--- src/rtl/syndrome_scheduler.sv ---
// Reed-Solomon syndrome sequencer: drives one shared Horner evaluator over NSYM
// consecutive roots alpha^(FCR+j) and collects each result in a register file.
module syndrome_scheduler #(
  parameter int         NSYM    = 16,
  parameter logic [7:0] POLY    = 8'h1D,
  parameter int         TIMEOUT = 1024,
  localparam int        AW      = (NSYM > 1) ? $clog2(NSYM) : 1
) (
  input  logic          clk,
  input  logic          rst_n,
  input  logic          start,
  input  logic [7:0]    fcr_root,
  output logic          busy,
  output logic          done,
  output logic          error_detected,
  output logic          timeout,
  output logic          eval_start,
  output logic [7:0]    eval_x,
  input  logic          eval_done,
  input  logic [7:0]    eval_result,
  input  logic [AW-1:0] synd_rd_addr,
  output logic [7:0]    synd_rd_data
);

  localparam int WW = $clog2(TIMEOUT);

  typedef enum logic [1:0] {IDLE, LAUNCH, WAIT, DONE} state_t;

  state_t        state;
  state_t        state_next;
  logic [7:0]    root;
  logic [AW-1:0] idx;
  logic [WW-1:0] wdog;
  logic [7:0]    syndromes [NSYM];
  logic          accept;
  logic          expire;
  logic          last_point;

  function automatic logic [7:0] xtime(input logic [7:0] r);
    return {r[6:0], 1'b0} ^ (r[7] ? POLY : 8'h00);
  endfunction

  // The first WAIT cycle (watchdog still 0) may see a stale ready from the
  // previous evaluation, so results are only accepted from the second cycle on.
  assign accept     = (state == WAIT) && eval_done && (wdog != '0);
  assign expire     = (state == WAIT) && !accept && (wdog == WW'(TIMEOUT - 1));
  assign last_point = (idx == AW'(NSYM - 1));

  always_ff @(posedge clk or negedge rst_n) begin
    if (!rst_n) begin
      state <= IDLE;
    end else begin
      state <= state_next;
    end
  end

  always_comb begin
    state_next = state;
    busy       = 1'b0;
    done       = 1'b0;
    eval_start = 1'b0;
    case (state)
      IDLE: begin
        if (start) begin
          state_next = LAUNCH;
        end
      end
      LAUNCH: begin
        busy       = 1'b1;
        eval_start = 1'b1;
        state_next = WAIT;
      end
      WAIT: begin
        busy = 1'b1;
        if (accept) begin
          state_next = last_point ? DONE : LAUNCH;
        end else if (expire) begin
          state_next = DONE;
        end
      end
      DONE: begin
        busy       = 1'b1;
        done       = 1'b1;
        state_next = IDLE;
      end
      default: state_next = IDLE;
    endcase
  end

  // eval_x is loaded one step ahead of LAUNCH so it is already valid while
  // eval_start is high, and it is frozen after the last point.
  always_ff @(posedge clk or negedge rst_n) begin
    if (!rst_n) begin
      root           <= 8'h00;
      idx            <= '0;
      wdog           <= '0;
      eval_x         <= 8'h00;
      error_detected <= 1'b0;
      timeout        <= 1'b0;
    end else begin
      case (state)
        IDLE: begin
          if (start) begin
            root           <= fcr_root;
            eval_x         <= fcr_root;
            idx            <= '0;
            error_detected <= 1'b0;
            timeout        <= 1'b0;
          end
        end
        LAUNCH: begin
          wdog <= '0;
        end
        WAIT: begin
          wdog <= wdog + WW'(1);
          if (accept) begin
            error_detected <= error_detected | (eval_result != 8'h00);
            root           <= xtime(root);
            if (!last_point) begin
              idx    <= idx + AW'(1);
              eval_x <= xtime(root);
            end
          end else if (expire) begin
            timeout <= 1'b1;
          end
        end
        default: ;
      endcase
    end
  end

  always_ff @(posedge clk or negedge rst_n) begin
    if (!rst_n) begin
      for (int i = 0; i < NSYM; i++) begin
        syndromes[i] <= 8'h00;
      end
    end else if (accept) begin
      for (int i = 0; i < NSYM; i++) begin
        if (idx == AW'(i)) begin
          syndromes[i] <= eval_result;
        end
      end
    end
  end

  // Addresses at or beyond NSYM match no entry and read back as zero.
  always_comb begin
    synd_rd_data = 8'h00;
    for (int i = 0; i < NSYM; i++) begin
      if (synd_rd_addr == AW'(i)) begin
        synd_rd_data = syndromes[i];
      end
    end
  end

endmodule
--- config.mk ---
export PLATFORM = sky130hd
export DESIGN_NAME = syndrome_scheduler
export DESIGN_NICKNAME = d
export VERILOG_FILES = /design/src/rtl/syndrome_scheduler.sv
export SDC_FILE = /design/constraint.sdc
export NUM_CORES = 1
export LEC_CHECK = 0
export CAP_MARGIN = 20
export CORE_MARGIN = 1
export CORE_UTILIZATION = 32
export DETAILED_ROUTE_END_ITERATION = 6
export DONT_BUFFER_PORTS = 1
export PLACE_DENSITY_LB_ADDON = 0.12
export SLEW_MARGIN = 20
export SYNTH_ARGS = -nofsm -noshare
export SYNTH_HDL_FRONTEND = slang
export SYNTH_SLANG_ARGS = --single-unit
--- constraint.sdc ---
create_clock -name clk -period 2.15 [get_ports clk]
set_input_delay 0.3225 -clock clk [delete_from_list [all_inputs] [get_ports clk]]
set_output_delay 0.3225 -clock clk [all_outputs]
set_load 0.01 [all_outputs]
==> metrics.yaml <==
global_routing:
  grt_overflow: 0
  grt_max_degree: 163
  grt_usage_pct: 17.1
  grt_pass1_wl_um: 33900
  antenna_found_initial: 0
  grt_pass1_vias: 5721
floorplanning:
  io_pins: 45
  fp.dieArea_sq_um: 26400
  die_x_um: 162
  rows: 58
  coreArea_sq_um: 25300
  initial_core_util_pct: 32.6
  die_y_um: 162
power:
  p_per_area_nw_per_um2: 919
  pwr-share-clk_pct: 37.1
  power.internal_uw: 6470
  ir_drop_mv: 0.536
  p_seq_share_pct: 42.0
  total_power_uw: 8960
  p_leak_uw: 0.00464
  switching_share_pct: 27.7
  pwr-share-comb_pct: 20.9
  p_switching_uw: 2490
finish:
  register_area_sq_um: 4060
  final_common_cell: "dfrtp_1"
  fin_cells: 1021
  fin_nets: 713
  final_util_pct: 38.6
  syn2layout_area_growth_pct: 18.3
  post_route_cells_drive_above_1_share_pct: 39.7
  diodes: 0
  layout_common_cells: "159 x dfrtp_1, 121 x mux2_2, 37 x a21oi_1"
  nFillCells: 2445
  multiInputGateArea_sq_um: 4250
detailed_routing:
  routed_wl_um: 21800
  drtIter0Drc: 225
  vias_per_cell: 5.29
  first_pass_iters: 5
  antenna_left: 0
  post_drt_wl_per_cell_um: 21.4
  route.vias.total: 5401
  drc: 0
timing:
  rsz0062_at_grt: "yes"
  fin_skew_ps: 10.1
  finalHoldViolations: 162
  worst_slack_ps: -46.7
  min_period_ps: 2200
  hold_ws_ps: -410
  worst_pin_slew_ps: 517
  slew_viol_final: 0
  fin_tns_setup_ps: -46.7
  fin_crit_sh_pct: 102
  setup_viol: 1
  fmax_ghz: 0.455
  relSlewSlack_pct: 65.4
logic_synthesis:
  ys_warn_count: 0
  syn_area_per_cell_sq_um: 12.5
  ys_seq_area_share_pct: 49.2
  ys_ff_latch: 162
  syn-num-nets: 696
  async_flop_share_pct: 100
  ys_dominant_reg_cell: "dfrtp_1"
  synth.cell_area_sq_um: 8240
  synthCells: 661
  yosysUniqueCellTypes: 61
  synth_edf_count: 0
job:
  max-cap-violations: 0
cts:
  cts.path.max_buffers: 2
  cts_root_buffer: "clkbuf_16"
  h-tree-depth: 4
  worstSkewPairLatency_ps: 430
  cts-buffers-inserted: 17
  cts_tree: "done"
  path_clk_slew_ps: 70
  clock_sinks: 162
setup_path:
  critPathCaptureType: "output pin"
  worstPathRequired_ps: 1830
  worst_ep_arrival_time_ps: 1870
  cp_max_fo: 2
  rr_worst_depth: 7
  crit_type: "reg -> out"
  cp-start-kind: "flop"
place:
  port_buffers: 0
  place_hpwl_um: 13900
  dp_worst_setup_slack_ps: -38.8
  place.gp.congestion: 0.788
  placedCellCount: 977
worst_hold_path:
  hp-class: "in -> async"
run_status:
  violations: "negative hold slack, negative setup slack"
  outcome: "finished, violations left"
-- routing by layer --
metal,track usage (%),wire (um)
met1,22.1,9950
met2,28.4,10600
met3,4.28,1120
met4,4.46,176
met5,0,0
-- power by group through the flow --
stage | Sequential (uW) | Combinational (uW) | Clock [uW]
global route | 3820 | 2070 | 3540
finish | 3760 | 1870 | 3330
CTS | 3760 | 1750 | 3420
detailed placement | 3810 | 1710 | 0
floorplan | 3720 | 1390 | 0
global placement | 3790 | 1680 | 0
-- area by class of cell --
cell class                 count  share of cell area (%)
sequential                   162                    41.6
timing repair buffer          34                    3.14
multi-input combinational    444                    43.6
clock inverter                11                    1.81
clock buffer                  21                    4.83
inverter                      19                   0.732
tap                          330                    4.24
-- synth_stat cells, types with 5 or more instances --
master,instances,share of area [%]
dfrtp_1,162,49
mux2_2,154,21
a21oi_1,38,2.3
nor2_1,28,1.3
mux2i_1,24,2.9
clkbuf_1,19,0.87
inv_1,19,0.87
nand2_1,17,0.77
o21ai_0,14,0.85
ha_1,11,1.7
o21a_1,10,0.91
buf_2,9,0.55
nand3_1,8,0.49
nand3_4,8,1.7
nor2b_1,8,0.61
o22a_1,7,0.74
o22ai_1,7,0.53
a21o_1,6,0.55
nand2b_1,6,0.46
nand4_1,6,0.46
o41ai_1,6,0.64
a2bb2oi_1,5,0.53
a31oi_1,5,0.38
mux2_1,5,0.68
mux4_2,5,1.4
nor3_1,5,0.30
o21bai_1,5,0.46
xnor2_1,5,0.53
-- registers in the layout, indices dropped and copies added (netlist names) --
signal and count:
error_detected 1, timeout 1, syndromes 128, wdog 10, root 8, state 2
eval_x 8, idx 4
-- worst max-delay path: stages, from the launching register on --
cell and delay [ps]:
dfrtp_1 360, mux2i_2 80, a221oi_2 290, a22oi_2 130, o41ai_2 310, buf_4 180
buf_6 90
-- cell families (layout without fill, tap and decap cells) --
logic type                 after synthesis  count (layout)  share of synthesized area (%)
DFF                                    162             162                           49.2
buffers and inverters                   55              85                           2.98
adders and majority gates               11              11                           1.67
muxes                                  188             188                           26.0
xor gates and xnor gates                 5               5                          0.531
and+or+nand+nor                        114             114                           9.20
AOI/OAI and AO/OA                      126             126                           10.4
-- metrics by stage --
stage | hold WS, ps | cell area (sq um)
2_1_floorplan | 26.9 | 8240
3_3_place_gp | 36.3 | 8660
3_5_place_dp | 38.2 | 8660
4_1_cts | -429 | 9380
5_1_grt | -432 | 9750
6_report | -410 | 9750
-- worst paths after layout --
path	endpoint	from	slack [ps]
worst min register to register	syndromes[102]	syndromes[102]	490
max in group asynchronous	syndromes[83]	rst_n	2340
worst max-delay path	synd_rd_data[5]	syndromes[109]	-50
worst min-delay path	syndromes[41]	rst_n	-410
worst max register to register	syndromes[75]	wdog[0]	50
min in group clk	syndromes[102]	eval_result[6]	30
-- timing repair --
| item | in CTS | in global routing |
|---|---|---|
| resized for setup | 12 | 58 |
| hold endpoints to repair | 162 | 162 |
| setup buffers | 0 | 11 |
| pin swaps | 2 | 4 |
| setup endpoints to repair | 30 | 107 |
| gates cloned | 0 | 2 |
No activity file was read; power rests on OpenSTA's default activity.
